[src/rtl/wide_uart_gen.sv]
// wide_uart_gen: bridges DATA_WIDTH-bit AXI-Stream words to/from a UART line,
// one word = DATA_WIDTH/8 back-to-back 8N1 (or 8E1) byte frames.
// Ports: clk, rst (async, active high); s_axis_* TX word in; m_axis_* RX word out;
// RsRx serial in (async), RsTx serial out (idle high); err_frame/err_overrun/
// err_timeout/err_parity one-cycle error pulses.
// Optional: define WIDE_UART_GEN_PARITY_EN for an even-parity bit after the data.
module wide_uart_gen #(
    parameter int DATA_WIDTH      = 64,
    parameter int CLKS_PER_BIT    = 868,
    parameter bit MSB_FIRST       = 1'b0,
    parameter int RX_TIMEOUT_BITS = 32
) (
    input  logic                  clk,
    input  logic                  rst,
    input  logic [DATA_WIDTH-1:0] s_axis_tdata,
    input  logic                  s_axis_tvalid,
    output logic                  s_axis_tready,
    output logic [DATA_WIDTH-1:0] m_axis_tdata,
    output logic                  m_axis_tvalid,
    input  logic                  m_axis_tready,
    input  logic                  RsRx,
    output logic                  RsTx,
    output logic                  err_frame,
    output logic                  err_overrun,
    output logic                  err_timeout,
    output logic                  err_parity
);

`ifdef WIDE_UART_GEN_PARITY_EN
    localparam bit PAR_EN = 1'b1;
`else
    localparam bit PAR_EN = 1'b0;
`endif

    localparam int NBYTES   = DATA_WIDTH / 8;
    localparam int CW       = $clog2(CLKS_PER_BIT);
    localparam int BW       = $clog2(NBYTES + 1);
    localparam int TO_LIMIT = RX_TIMEOUT_BITS * CLKS_PER_BIT;
    localparam int TW       = $clog2(TO_LIMIT + 1);

    localparam logic [CW-1:0] BIT_LAST  = CW'(CLKS_PER_BIT - 1);
    localparam logic [CW-1:0] HALF_LAST = CW'(CLKS_PER_BIT / 2 - 1);
    localparam logic [BW-1:0] BYTE_LAST = BW'(NBYTES - 1);
    localparam logic [TW-1:0] TO_LAST   = TW'(TO_LIMIT - 1);

    typedef enum logic [2:0] {
        S_IDLE, S_START, S_DATA, S_PARITY, S_STOP
    } state_t;

    // ---------------- transmitter ----------------
    state_t                tx_state, tx_next;
    logic [CW-1:0]         tx_cnt;
    logic [2:0]            tx_bit;
    logic [BW-1:0]         tx_byte;
    logic [DATA_WIDTH-1:0] tx_word;
    logic [7:0]            tx_cur;
    logic                  tx_tick;

    // The outgoing byte always sits at one end; the word shifts after each byte.
    assign tx_cur        = MSB_FIRST ? tx_word[DATA_WIDTH-1 -: 8] : tx_word[7:0];
    assign tx_tick       = (tx_cnt == BIT_LAST);
    assign s_axis_tready = (tx_state == S_IDLE);

    always_comb begin
        tx_next = tx_state;
        RsTx    = 1'b1;
        unique case (tx_state)
            S_IDLE: begin
                if (s_axis_tvalid) tx_next = S_START;
            end
            S_START: begin
                RsTx = 1'b0;
                if (tx_tick) tx_next = S_DATA;
            end
            S_DATA: begin
                RsTx = tx_cur[tx_bit];
                if (tx_tick && tx_bit == 3'd7)
                    tx_next = PAR_EN ? S_PARITY : S_STOP;
            end
            S_PARITY: begin
                RsTx = ^tx_cur;
                if (tx_tick) tx_next = S_STOP;
            end
            S_STOP: begin
                if (tx_tick)
                    tx_next = (tx_byte == BYTE_LAST) ? S_IDLE : S_START;
            end
            default: tx_next = S_IDLE;
        endcase
    end

    always_ff @(posedge clk or posedge rst) begin
        if (rst) begin
            tx_state <= S_IDLE;
            tx_cnt   <= '0;
            tx_bit   <= '0;
            tx_byte  <= '0;
            tx_word  <= '0;
        end else begin
            tx_state <= tx_next;
            if (tx_state == S_IDLE) begin
                tx_cnt  <= '0;
                tx_bit  <= '0;
                tx_byte <= '0;
                if (s_axis_tvalid) tx_word <= s_axis_tdata;
            end else begin
                tx_cnt <= tx_tick ? '0 : tx_cnt + CW'(1);
                if (tx_tick && tx_state == S_DATA)
                    tx_bit <= tx_bit + 3'd1;
                if (tx_tick && tx_state == S_STOP) begin
                    tx_byte <= tx_byte + BW'(1);
                    tx_word <= MSB_FIRST ? (tx_word << 8) : (tx_word >> 8);
                end
            end
        end
    end

    // ---------------- receiver ----------------
    state_t                rx_state, rx_next;
    logic                  rx_s1, rx_s2, rx_d;
    logic [CW-1:0]         rx_cnt;
    logic [2:0]            rx_bit;
    logic [7:0]            rx_sh;
    logic                  rx_par;
    logic [BW-1:0]         rx_bytes;
    logic [DATA_WIDTH-1:0] rx_word, word_nxt;
    logic [TW-1:0]         to_cnt;
    logic                  rx_tick, half_tick, stop_smp;
    logic                  par_bad, byte_ok, word_done;

    assign rx_tick   = (rx_cnt == BIT_LAST);
    assign half_tick = (rx_state == S_START) && (rx_cnt == HALF_LAST);
    assign stop_smp  = (rx_state == S_STOP) && rx_tick;
    assign par_bad   = PAR_EN && (rx_par != ^rx_sh);
    assign byte_ok   = stop_smp && rx_s2 && !par_bad;
    assign word_done = byte_ok && (rx_bytes == BYTE_LAST);

    // First-received byte ends up at the low end (LSB order) or the high end.
    assign word_nxt = MSB_FIRST
        ? ((rx_word << 8) | DATA_WIDTH'(rx_sh))
        : ((rx_word >> 8) | (DATA_WIDTH'(rx_sh) << (DATA_WIDTH - 8)));

    always_comb begin
        rx_next = rx_state;
        unique case (rx_state)
            S_IDLE: begin
                if (rx_d && !rx_s2) rx_next = S_START;
            end
            S_START: begin
                // A high re-sample at mid-start is a glitch, not a frame.
                if (half_tick) rx_next = rx_s2 ? S_IDLE : S_DATA;
            end
            S_DATA: begin
                if (rx_tick && rx_bit == 3'd7)
                    rx_next = PAR_EN ? S_PARITY : S_STOP;
            end
            S_PARITY: begin
                if (rx_tick) rx_next = S_STOP;
            end
            S_STOP: begin
                // Back to idle at mid-stop so the next start edge is caught.
                if (rx_tick) rx_next = S_IDLE;
            end
            default: rx_next = S_IDLE;
        endcase
    end

    always_ff @(posedge clk or posedge rst) begin
        if (rst) begin
            rx_s1         <= 1'b1;
            rx_s2         <= 1'b1;
            rx_d          <= 1'b1;
            rx_state      <= S_IDLE;
            rx_cnt        <= '0;
            rx_bit        <= '0;
            rx_sh         <= '0;
            rx_par        <= 1'b0;
            rx_bytes      <= '0;
            rx_word       <= '0;
            to_cnt        <= '0;
            m_axis_tdata  <= '0;
            m_axis_tvalid <= 1'b0;
            err_frame     <= 1'b0;
            err_overrun   <= 1'b0;
            err_timeout   <= 1'b0;
        end else begin
            rx_s1       <= RsRx;
            rx_s2       <= rx_s1;
            rx_d        <= rx_s2;
            rx_state    <= rx_next;
            err_frame   <= 1'b0;
            err_overrun <= 1'b0;
            err_timeout <= 1'b0;

            if (rx_state == S_IDLE || half_tick || rx_tick)
                rx_cnt <= '0;
            else
                rx_cnt <= rx_cnt + CW'(1);

            if (rx_state == S_IDLE) begin
                rx_bit <= '0;
            end else if (rx_state == S_DATA && rx_tick) begin
                rx_sh  <= {rx_s2, rx_sh[7:1]};
                rx_bit <= rx_bit + 3'd1;
            end

            if (rx_state == S_PARITY && rx_tick)
                rx_par <= rx_s2;

            if (stop_smp) begin
                if (!rx_s2) begin
                    err_frame <= 1'b1;
                    rx_bytes  <= '0;
                end else if (par_bad) begin
                    rx_bytes <= '0;
                end else begin
                    rx_word  <= word_nxt;
                    rx_bytes <= word_done ? '0 : rx_bytes + BW'(1);
                end
            end

            // Inter-byte watchdog; only armed while a word is half-built.
            if (rx_state != S_IDLE || rx_next != S_IDLE || rx_bytes == '0) begin
                to_cnt <= '0;
            end else if (to_cnt == TO_LAST) begin
                to_cnt      <= '0;
                rx_bytes    <= '0;
                err_timeout <= 1'b1;
            end else begin
                to_cnt <= to_cnt + TW'(1);
            end

            if (m_axis_tvalid && m_axis_tready)
                m_axis_tvalid <= 1'b0;
            if (word_done) begin
                if (!m_axis_tvalid || m_axis_tready) begin
                    m_axis_tdata  <= word_nxt;
                    m_axis_tvalid <= 1'b1;
                end else begin
                    err_overrun <= 1'b1;
                end
            end
        end
    end

`ifdef WIDE_UART_GEN_PARITY_EN
    always_ff @(posedge clk or posedge rst) begin
        if (rst)
            err_parity <= 1'b0;
        else
            err_parity <= stop_smp && rx_s2 && par_bad;
    end
`else
    assign err_parity = 1'b0;
`endif

endmodule

[config.mk]
export PLATFORM = sky130hd
export DESIGN_NAME = wide_uart_gen
export DESIGN_NICKNAME = d
export VERILOG_FILES = /design/src/rtl/wide_uart_gen.sv
export SDC_FILE = /design/constraint.sdc
export NUM_CORES = 1
export LEC_CHECK = 0
export BUFFER_PORTS_ARGS = -buffer_cell sky130_fd_sc_hd__buf_2
export CORE_AREA = 3 3 155 157
export DETAILED_ROUTE_END_ITERATION = 8
export DIE_AREA = 0 0 158 160
export PLACE_DENSITY = 0.69
export SLEW_MARGIN = 20
export SYNTH_ARGS = -nofsm -noshare
export SYNTH_HDL_FRONTEND = slang
export SYNTH_SLANG_ARGS = --single-unit
[constraint.sdc]
create_clock -name clk -period 17.3 [get_ports clk]
set_input_delay 3.46 -clock clk [delete_from_list [all_inputs] [get_ports clk]]
set_output_delay 3.46 -clock clk [all_outputs]
set_load 0.01 [all_outputs]
* Yosys cells after proc, flatten, opt, wreduce, memory -nomap -nowiden
Index checks and enable logic that the tools add are counted.
Storage, ports and cells: word-level logic and storage cells 128, register bits after elaboration 262, output and inout bits 71, bits of input ports 69
Operators by class: equality and inequality tests 21, order comparisons 1, mux-type cells 45, bitwise logic cells 2, reduce and logical (&&, ||, !) cells 32, $add $sub $neg 7
Operators with widths (count):
- 64-bit 2-to-1 mux | 3
- 56-bit by 64-bit bitwise OR with 64-bit output | 1
- 3-bit 2-to-1 mux | 14
- 10-bit 2-to-1 mux | 3
- 15-bit 2-to-1 mux | 2
- 3-bit one-hot mux with 5 select lines | 2
- 4-bit 2-to-1 mux | 7
- 10-bit by 1-bit adder with 10-bit output (second input constant) | 2
- 10-bit equality test (second input constant) | 2
- 15-bit by 1-bit adder with 15-bit output (second input constant) | 1
- 15-bit equality test (second input constant) | 1
- 3-bit by 2-bit equality test with 1-bit output (second input constant) | 4
- 3-bit equality test (second input constant) | 4
- 1-bit logical AND | 11
- 1-bit 2-to-1 mux | 11
- 10-bit by 9-bit equality test with 1-bit output (second input constant) | 1
- 2-bit inequality test (second input constant) | 5
- 4-bit by 1-bit adder with 4-bit output (second input constant) | 2
- 4-bit by 3-bit equality test with 1-bit output (second input constant) | 2
- 2-bit AND reduction | 4
- 8-bit parity | 1
- 3-bit by 1-bit adder with 3-bit output (second input constant) | 2
- 3-bit by 1-bit equality test with 1-bit output (second input constant) | 2
- 3-bit logical NOT | 2
- other kinds (11) | 19

* Logic depth before layout (Yosys ltp)
Gate-level depths: netlist of the first run.
word-level depth 9, depth in mapped cells 8, depth with buffers taken out 6

* Worst setup path after synthesis of the first run
Ideal clock, no wire load.
path kind reg2out, start point reg tx_bit[1], end point out RsTx, cell stages (with the launch flop) 4, slack 12.630 ns, path buffers 0, required time 13.840 ns, arrival 1.210 ns, cells stage by stage dfrtp_1 mux4_2 o211ai_1 o221ai_1
On the way: word-level cells in the longest chain between the ends 3
RTL lines:
- start, declared | line 53 | logic [2:0] tx_bit;
- start signal, assigned | line 109 | tx_bit <= tx_bit + 3'd1;
- 1-bit binary-select mux with 3-bit select | line 76 | RsTx = tx_cur[tx_bit];
- 1-bit 2-to-1 mux (implied by the code) | line 76
- 1-bit one-hot mux with 3 select lines | line 67 | unique case (tx_state)
- end, declared | line 22 | output logic RsTx,
No other way between the ends. The select of a mux whose other input is x is not followed.

* Final worst setup path of the first run
start point reg tx_state[2], end point out RsTx
On the way: word-level cells in the longest chain between the ends 2, elaborated cells between the ends (all ways) 4, classes of those cells eq/ne: 3; mux: 1
RTL lines:
- start, declared | line 51 | state_t tx_state, tx_next;
- start signal, assigned | line 100 | tx_state <= tx_next;
- 3-bit by 2-bit equality test with 1-bit output / 3-bit by 1-bit equality test with 1-bit output (equally long branches) | line 67
- 1-bit one-hot mux with 3 select lines (*) | line 67
Mark *: on every way between the ends. The rest lies on a longest branch, timed or not.

==> key figures, run 1 <==
Flow run
  – Max-cap violations: 0

Layout
  – Final #Nets: 1017
  – Area grow syn2layout: 15.44%
  – Share of cells above drive strength 1: 43.51%
  – Final Core Density: 57.72%
  – Layout Cells excl Fill: 1241
  – N_diodes: 0

Clocking
  – Clock Pin Slew Worst Setup and Hold Paths: approximately 60 ps
  – Clk Latency, worst-skew pair: 530 ps
  – CTS buffer count: 28
  – Clock sinks: 254
  – CTS hold repair buffers: 0
  – CTS tree: done
  – Post-cts sizing count: 0
  – CTS Root Cell: clkbuf_16
  – H-Tree Depth: 1
  – Longest Clk Path Bufs: 3
  – Post-CTS setup buffer count: 0

Route
  – DR vias/cell: between 5 and 6
  – Via count: 6556
  – Remaining DRCs: 0
  – Antenna Nets Post-Route: 0
  – WL/cell: 16.88 µm
  – Drt pass-1 iters: 4
  – Overall routed net length: around 21000 µm
  – Iteration-0 DRC Markers: 260

GRT
  – GRT Util Overall: 16.73%
  – Pin count of the biggest net entering global routing: 119
  – Vias in the first global route: 6695
  – Initial antenna violation count: 1
  – First-pass GRT wire length: 35110 µm
  – Remaining Overflow, GRT: 0

Logic synthesis
  – Yosys warns: 0
  – Syn avg cell area: roughly 14 µm²
  – Mapped Area: around 11000 µm²
  – Synth Flop Type: dfrtp_1
  – Synthesized flop and latch total: between 200 and 300
  – Synth cell types: 59
  – Number of flops mapped to enable cells by yosys: 0
  – Post-synthesis sequential area ratio: 56.18%
  – Synth Instances: between 800 and 900
  – Async set-or-reset flop fraction in the synthesized netlist: 100.0%
  – Synthesized net count: ~880

Worst hold path
  – Hold WC Path Type: flip-flop to flip-flop
  – Hold path start: rx_s1$_DFF_PP1_

Timing
  – Final Skew: around 11 ps
  – RSZ-0062 raised after global routing: false
  – Worst-Margin Slew: 1090 ps
  – Final Cycle Share: between 30% and 40%
  – Post-route setup TNS: 0 ps
  – # setup viols final: 0
  – Relative slew margins: 27.09%
  – Final hold viol count: 0
  – Fmax achieved: about 180 MHz
  – Tmin final: 5685 ps
  – Final Max Slew Viols: 0

Pwr
  – Pwr/cell area: ~95 nW/µm²
  – LEAKAGE: 6.529 nW
  – Worst ir drop on vdd: 0.09101 mV

Floorplan
  – Die H: ~160 µm
  – Initial Util: 50.00%
  – Die Area: 25280 µm²
  – Cell row count: 55
  – Total core area: roughly 23000 µm²
  – Boundary pin count: 140
  – Die W: 158 µm

Worst setup path
  – Required @ worst endpoint: 13840 ps
  – Worst setup EP type: primary output
  – Crit path DAT: 2220 ps
  – Worst r2r src: rx_cnt[0]$_DFF_PP0_
  – Startpoint Class: flip-flop
  – Worst setup startpoint: tx_state[2]$_DFFE_PP0P_
  – WS Path Type: flip-flop to primary output
  – CP max FO: 52

Placed design
  – Dpl hpwl: approximately 14000 µm
  – Gpl congestion: roughly 0.76
  – Port Buf Inserts: 138
  – Placed Instances: 1192

Outcome
  – Status: complete, no violations
## synthesized netlist by cell type, types with 3 or more instances
cell type | n | area (µm²)
mux2_4 | 60 | 900.9
and4_1 | 7 | 61.31
xor2_1 | 16 | 140.1
dfstp_2 | 3 | 78.83
and2_1 | 3 | 18.77
mux2_1 | 26 | 292.8
mux2_2 | 155 | 1745
a31oi_1 | 3 | 18.77
nand3_1 | 20 | 100.1
buf_6 | 12 | 135.1
inv_1 | 18 | 67.56
o21ai_0 | 5 | 25.02
nor3_1 | 3 | 15.01
dfrtp_1 | 251 | 6281
nor2_1 | 52 | 195.2
buf_2 | 15 | 75.07
xnor2_1 | 19 | 166.4
nand4_1 | 15 | 93.84
buf_4 | 3 | 22.52
ha_1 | 11 | 137.6
a22o_1 | 9 | 78.83
nand2b_1 | 5 | 31.28
a21oi_1 | 8 | 40.04
nand2_1 | 22 | 82.58
mux2i_1 | 9 | 90.09
clkbuf_1 | 11 | 41.29
## power breakdown
part	internal, mW	switching (mW)
sequential	0.607	0.0129
clock	0.342	0.231
combinational	0.0260	0.0281
total	0.975	0.272
## path summary, 6_finish.rpt
| check | end | slack, ps | depth (start not counted) |
|---|---|---|---|
| setup / recovery | RsTx | 11620 | 4 |
| hold / removal | rx_s2$_DFF_PP1_ | 360 | 0 |
| setup reg to reg | m_axis_tdata[15]$_DFFE_PP0P_ | 13510 | 7 |
| hold reg to reg | rx_s2$_DFF_PP1_ | 360 | 0 |
| max in group asynchronous | tx_state[2]$_DFFE_PP0P_ | 12910 | 3 |
| min in group asynchronous | m_axis_tvalid$_DFF_PP0_ | 3100 | 2 |
## sequential cells by signal, indices dropped and copies added, names as in the netlist, 3 cells and up
| name | count |
|---|---|
| rx_bit | 3 |
| m_axis_tdata | 64 |
| tx_state | 3 |
| rx_bytes | 4 |
| rx_state | 3 |
| tx_word | 64 |
| to_cnt | 15 |
| tx_byte | 4 |
| rx_word | 56 |
| tx_cnt | 10 |
| tx_bit | 3 |
| rx_sh | 8 |
| rx_cnt | 10 |
## cells by family after synthesis
kind of cell | share of synthesized area, %
multiplexers | 26.96
other | 0.03312
adder cells (fa/ha/maj) | 1.216
buffers and inverters | 3.017
AO/OA/AOI/OAI | 2.608
flip-flops | 56.18
AND/OR/NAND/NOR | 7.284
XOR/XNOR | 2.708
## layout by cell type, fill, tap and decap left out, types with 4 or more instances in the layout
master and instances:
a22o_1 9, ha_1 11, nand2b_1 5, o21ai_0 5, mux2_4 60, nand2_1 22
clkbuf_1 5, mux2i_1 9, buf_2 138, clkbuf_8 5, and4_1 7, nand3_1 20
xnor2_1 19, xor2_1 16, inv_1 17, a21oi_1 8, nor2_1 52, nand4_1 15
clkbuf_16 29, mux2_1 26, buf_4 5, dfrtp_1 250, mux2_2 155, clkinvlp_4 4
## cell type report
type                       instances  area, µm²
clock buffer                      39      813.3
clock inverter                    10      92.59
fill                            1792       9572
inverter                          18      75.07
multi-input combinational        491       4631
sequential                       254       6361
tap                              285      356.6
timing repair buffer             144      739.5
## per-stage QoR
step | hold WS (ps) | cell area [µm²] | total power, mW | setup WS, ps
after floorplan | 345.2 | 11320 | 0.6672 | 6860
after global placement | 345.9 | 12160 | 0.6853 | 11450
after detailed placement | 347.5 | 12160 | 0.6862 | 11430
after CTS | 356.5 | 13070 | 1.266 | 11580
after global routing | 358.8 | 13070 | 1.300 | 11480
final | 355.6 | 13070 | 1.248 | 11620
## critical path, cell delays in order (launching register included)
cell      delay (ps)
dfrtp_2          650
buf_4            620
nor2_1           110
o221ai_1         130
buf_2            180
## metal layers
metal	GRT usage [%]	vias up	wire, µm
met3	3.333	26	942
li1	-	3125	-
met2	25.69	111	9635
met5	0	-	20
met1	24.78	3292	9987
met4	3.754	2	364
Power figures use the tool's default switching activity.
==> run 2: changes to the inputs <==
==> constraint.sdc (replaced) <==
create_clock -name clk -period 5.91 [get_ports clk]
set_input_delay 1.182 -clock clk [delete_from_list [all_inputs] [get_ports clk]]
set_output_delay 1.182 -clock clk [all_outputs]
set_load 0.01 [all_outputs]
==> key figures, run 2 (synthesized netlist as in run 1, its figures left out) <==
Outcome
  – Status: complete, no violations

Layout
  – Area grow syn2layout: 15.87%
  – Commonest non-fill, non-tap cell in the layout: dfrtp_1
  – N_diodes: 0 (unchanged)
  – Final #Nets: 1019 (+0.20%)
  – Top Registers: m_axis_tdata (64), tx_word (64), rx_word (56)
  – Most frequent cells in the layout: dfrtp_1, mux2_2, buf_2, mux2_4, nor2_1
  – Filler cells: 1809 (+0.95%)
  – Share of cells above drive strength 1: 43.38% (-0.14 points)

Placed design
  – Dpl hpwl: 13780 µm (+0.93%)
  – Gpl congestion: 0.7679 (+0.56%)
  – Place WS: 2497 ps (-8930 ps)
  – Port Buf Inserts: 138 (unchanged)

Timing
  – Post-route setup TNS: 0 ps (unchanged)
  – Final Max Slew Viols: 0 (unchanged)
  – Relative slew margins: 44.37% (+17 points)
  – Final Skew: 18.18 ps (+7.022 ps)
  – Fmax achieved: 285.1 MHz
  – Worst-Margin Slew: 830.6 ps (-259.8 ps)
  – Tmin final: 3507 ps
  – Final WS setup: 2403 ps (-9212 ps)
  – Final hold viol count: 0 (unchanged)
  – # setup viols final: 0 (unchanged)
  – RSZ-0062 raised after global routing: false
  – Final Cycle Share: approximately three fifths

GRT
  – Remaining Overflow, GRT: 0 (unchanged)
  – Vias in the first global route: 6734 (+0.58%)
  – Initial antenna violation count: 0 (-1)
  – Pin count of the biggest net entering global routing: 120 (+0.84%)
  – GRT Util Overall: 16.52% (-0.21 points)
  – First-pass GRT wire length: 34840 µm (-0.79%)

Route
  – Overall routed net length: 20830 µm (-0.57%)
  – DR vias/cell: 5.212 (-1.3%)
  – Antenna Nets Post-Route: 0 (unchanged)
  – Remaining DRCs: 0 (unchanged)
  – Drt pass-1 iters: 4 (unchanged)
  – WL/cell: 16.74 µm (-0.81%)
  – Iteration-0 DRC Markers: 400 (+54%)
  – Via count: 6484 (-1.1%)

Floorplan
  – Die H: 160 µm (unchanged)
  – Total core area: 22640 µm² (unchanged)
  – Boundary pin count: 140 (unchanged)
  – Die W: 158 µm (unchanged)
  – Cell row count: 55 (unchanged)
  – Die Area: 25280 µm² (unchanged)
  – Initial Util: 50.00% (unchanged)

Clocking
  – H-Tree Depth: 1 (unchanged)
  – Longest Clk Path Bufs: 3 (unchanged)
  – Post-CTS setup buffer count: 0 (unchanged)
  – Clock sinks: 254 (unchanged)
  – CTS tree: done
  – CTS buffer count: 27 (-3.6%)
  – Post-cts sizing count: 0 (unchanged)
  – Clock Pin Slew Worst Setup and Hold Paths: 60 ps (about the same)
  – CTS hold repair buffers: 0 (unchanged)
  – CTS Root Cell: clkbuf_16
  – Clk Latency, worst-skew pair: 520 ps (about the same)

Worst setup path
  – Required @ worst endpoint: 4730 ps (-9110 ps)
  – CP max FO: 39 (-25%)
  – Crit-path max cell delay: 880 ps (+230 ps)
  – Startpoint Class: flip-flop
  – Worst setup EP type: primary output
  – Worst path cell trace: buf_4, nor2_1, o221ai_1, buf_2
  – WS Path Type: flip-flop to primary output
  – Crit path DAT: 2320 ps (+100 ps)
  – Crit-path slowest cell: dfrtp_2

Worst hold path
  – Hold WC Path Type: flip-flop to flip-flop

Pwr
  – Worst ir drop on vdd: 0.2791 mV (+210%)
  – Design Power: 3.702 mW (+200%)
  – Pwr/cell area: 282.2 nW/µm² (+200%)
  – LEAKAGE: 6.562 nW (+0.51%)

Flow run
  – Max-cap violations: 0 (unchanged)
run 2: cell types whose count changed in the layout (fill, tap and decap cells not counted), moves of 2 or more:
cell / before / now
buf_4: 5 / 7
clkinv_2: 3 / 5
clkbuf_16: 29 / 27
clkinv_4: 2 / 0
clkbuf_1: 5 / 8
bufinv_16: 1 / 4
buf_12: 0 / 2
clkinvlp_4: 4 / 1
run 2: path summary, 6_finish.rpt:
| kind | startpoint | end | slack [ps] | depth (start not counted) |
|---|---|---|---|---|
| max | tx_state[2]$_DFFE_PP0P_ | RsTx | 2400 | 4 |
| min | rx_s1$_DFF_PP1_ | rx_s2$_DFF_PP1_ | 360 | 0 |
| max reg2reg | rx_cnt[0]$_DFF_PP0_ | m_axis_tdata[18]$_DFFE_PP0P_ | 2540 | 8 |
| min reg2reg | rx_s1$_DFF_PP1_ | rx_s2$_DFF_PP1_ | 360 | 0 |
| max in group asynchronous | rst | tx_word[9]$_DFFE_PP0P_ | 4090 | 4 |
| min in group asynchronous | rst | m_axis_tdata[51]$_DFFE_PP0P_ | 610 | 2 |
run 2: final cells by class:
class	instances	area, µm²	share of cell area [%]
multi-input cells	491	4631	35.30
well taps	285	356.6	2.718
clock buffers	39	760.7	5.799
inverters	18	71.32	0.5437
clock inverters	10	153.9	1.173
flip-flops and latches	254	6361	48.49
repair buffers	147	783.3	5.971
run 2: where the power goes:
group | internal [mW] | total (mW) | leakage, nW | switching [mW]
clock network | 1.07 | 1.73 | 0.452 | 0.660
logic | 0.0790 | 0.163 | 2.73 | 0.0840
registers | 1.78 | 1.81 | 3.38 | 0.0358
total | 2.92 | 3.70 | 6.56 | 0.780
run 2: metal layers:
layer  wire (µm)  vias to the layer above  global-route usage [%]
li1            -                     3124                       -
met1        9867                     3229                   23.98
met2        9820                      102                   26.37
met3         712                       29                   2.629
met4         430                        0                   3.754
met5           0                        -                       0
run 2: metrics by stage:
step | hold WS (ps) | cell area [µm²] | utilization, % | std cells
6_report | 355.5 | 13120 | 57.94 | 1244
5_1_grt | 362.9 | 13120 | 57.94 | 1244
4_1_cts | 357.2 | 13100 | 57.85 | 1243
3_5_place_dp | 349.1 | 12180 | 53.81 | 1194
3_3_place_gp | 348.0 | 12180 | 53.81 | 1194
2_1_floorplan | 345.2 | 11320 | - | 804
run 2: worst max-delay path: cells and delay by family, from the launching register on:
kind                   cells  cell delay [ps]
flip-flops                 1              880
buffers and inverters      2              720
AND/OR/NAND/NOR            1              100
AO/OA/AOI/OAI              1              100
==> run 3: changes to the inputs <==
==> constraint.sdc (replaced) <==
create_clock -name clk -period 3.4 [get_ports clk]
set_input_delay 0.68 -clock clk [delete_from_list [all_inputs] [get_ports clk]]
set_output_delay 0.68 -clock clk [all_outputs]
set_load 0.01 [all_outputs]
==> key figures, run 3 (synthesized netlist as in run 1, its figures left out) <==
Clocking
  – Clock Pin Slew Worst Setup and Hold Paths: 60 ps (about the same)
  – CTS tree: done
  – H-Tree Depth: 1 (unchanged)
  – CTS hold repair buffers: 0 (unchanged)
  – Post-cts sizing count: 0 (unchanged)
  – CTS Root Cell: clkbuf_16
  – Longest Clk Path Bufs: 3 (unchanged)
  – Clock sinks: 254 (unchanged)
  – Post-CTS setup buffer count: 0 (unchanged)
  – CTS buffer count: 27 (unchanged)
  – Clk Latency, worst-skew pair: 520 ps (about the same)

Floorplan
  – Initial Util: 50.00% (unchanged)
  – Die Area: 25280 µm² (unchanged)
  – Die H: 160 µm (unchanged)
  – Boundary pin count: 140 (unchanged)
  – Die W: 158 µm (unchanged)
  – Cell row count: 55 (unchanged)
  – Total core area: 22640 µm² (unchanged)

Pwr
  – Worst ir drop on vdd: 0.4690 mV (+68%)
  – Design Power: 6.444 mW (+74%)
  – Pwr/cell area: 488.1 nW/µm² (+73%)
  – LEAKAGE: 6.594 nW (+0.49%)

Timing
  – Worst-Margin Slew: 984.7 ps (+154.1 ps)
  – Relative slew margins: 34.35% (-10 points)
  – # setup viols final: 0 (unchanged)
  – Tmin final: 2633 ps
  – Final hold viol count: 0 (unchanged)
  – Final Cycle Share: 77.43%
  – Final Skew: 15.94 ps (-2.245 ps)
  – Post-route setup TNS: 0 ps (unchanged)
  – Fmax achieved: 379.8 MHz
  – RSZ-0062 raised after global routing: false
  – Final Max Slew Viols: 0 (unchanged)

Worst setup path
  – Required @ worst endpoint: 2720 ps (-2010 ps)
  – Startpoint Class: flip-flop
  – Crit path DAT: 1950 ps (-370 ps)
  – Worst setup EP type: primary output
  – WS Path Type: flip-flop to primary output
  – CP max FO: 4 (-90%)

Route
  – DR vias/cell: 5.259 (+0.91%)
  – Remaining DRCs: 0 (unchanged)
  – WL/cell: 16.74 µm (about the same)
  – Iteration-0 DRC Markers: 327 (-18%)
  – Overall routed net length: 20910 µm (+0.37%)
  – Antenna Nets Post-Route: 0 (unchanged)
  – Via count: 6569 (+1.3%)
  – Drt pass-1 iters: 4 (unchanged)

Worst hold path
  – Hold WC Path Type: input port to flip-flop

Layout
  – Final Core Density: 58.31% (+0.38 points)
  – Most frequent cells in the layout: dfrtp_1, mux2_2, buf_2, mux2_4, nor2_1
  – Top Registers: m_axis_tdata (64), tx_word (64), rx_word (56)
  – Filler cells: 1838 (+1.6%)
  – Commonest non-fill, non-tap cell in the layout: dfrtp_1
  – N_diodes: 0 (unchanged)
  – Area grow syn2layout: 16.62%
  – Share of cells above drive strength 1: 43.98% (+0.60 points)
  – Final #Nets: 1023 (+0.39%)

GRT
  – Remaining Overflow, GRT: 0 (unchanged)
  – GRT Util Overall: 16.75% (+0.23 points)
  – Initial antenna violation count: 0 (unchanged)
  – First-pass GRT wire length: 35150 µm (+0.89%)
  – Pin count of the biggest net entering global routing: 60 (-50%)
  – Vias in the first global route: 6761 (+0.40%)

Placed design
  – Dpl hpwl: 13990 µm (+1.5%)
  – Port Buf Inserts: 138 (unchanged)
  – Gpl congestion: 0.7963 (+3.7%)

Flow run
  – Max-cap violations: 0 (unchanged)

Outcome
  – Status: complete, no violations
-- run 3: cell count changes in the layout (fill, tap and decap cells not counted), sizes merged --
| cell | previous run | this run |
|---|---|---|
| bufinv | 4 | 3 |
| clkinvlp | 1 | 4 |
| buf | 147 | 151 |
| clkinv | 5 | 4 |
-- run 3: cell type report --
class	count	area, µm²	share of cell area, %
timing repair buffer	151	850.8	6.444
clock inverter	11	141.4	1.071
inverter	18	71.32	0.5402
clock buffer	39	790.8	5.989
sequential	254	6361	48.18
multi-input combinational	491	4631	35.07
tap	285	356.6	2.701
-- run 3: report_power, final --
group	internal [mW]	switching, mW	leakage, nW	total [mW]
Sequential	3.09	0.0636	3.38	3.15
Clock	1.84	1.16	0.452	3.00
Combinational	0.143	0.147	2.76	0.289
Total	5.07	1.37	6.59	6.44
-- run 3: metrics by stage --
| stage | area [µm²] | hold WS [ps] | cells | setup slack (ps) |
|---|---|---|---|---|
| floorplan | 11320 | 345.2 | 804 | -621.2 |
| global placement | 12270 | 346.5 | 1199 | 1060 |
| detailed placement | 12270 | 348.5 | 1199 | 1035 |
| CTS | 13200 | 225.7 | 1249 | 716.3 |
| global route | 13200 | 236.6 | 1249 | 679.3 |
| finish | 13200 | 255.2 | 1249 | 767.3 |
-- run 3: path summary, 6_finish.rpt --
| check | startpoint | to | slack (ps) | cells after the start |
|---|---|---|---|---|
| worst max-delay path | tx_bit[1]$_DFFE_PP0P_ | RsTx | 770 | 4 |
| worst min-delay path | RsRx | rx_s1$_DFF_PP1_ | 260 | 1 |
| worst max register to register | rx_cnt[0]$_DFF_PP0_ | m_axis_tdata[15]$_DFFE_PP0P_ | 1030 | 6 |
| worst min register to register | rx_s1$_DFF_PP1_ | rx_s2$_DFF_PP1_ | 360 | 0 |
| max in group asynchronous | rst | tx_cnt[1]$_DFF_PP0_ | 2340 | 3 |
| min in group asynchronous | rst | rx_word[59]$_DFFE_PP0P_ | 280 | 2 |
-- run 3: worst max-delay path, cell delays in order, from the launching register on --
cell and delay (ps):
dfrtp_1 420, mux4_2 520, o211ai_1 180, o221ai_1 140
buf_2 170
-- run 3: metal layers --
layer  vias up  track usage (%)  wire length, µm
met2       118            27.01             9982
met5         -                0                0
li1       3135                -                -
met1      3284            24.15             9665
met3        32            2.764              855
met4         0            3.520              403
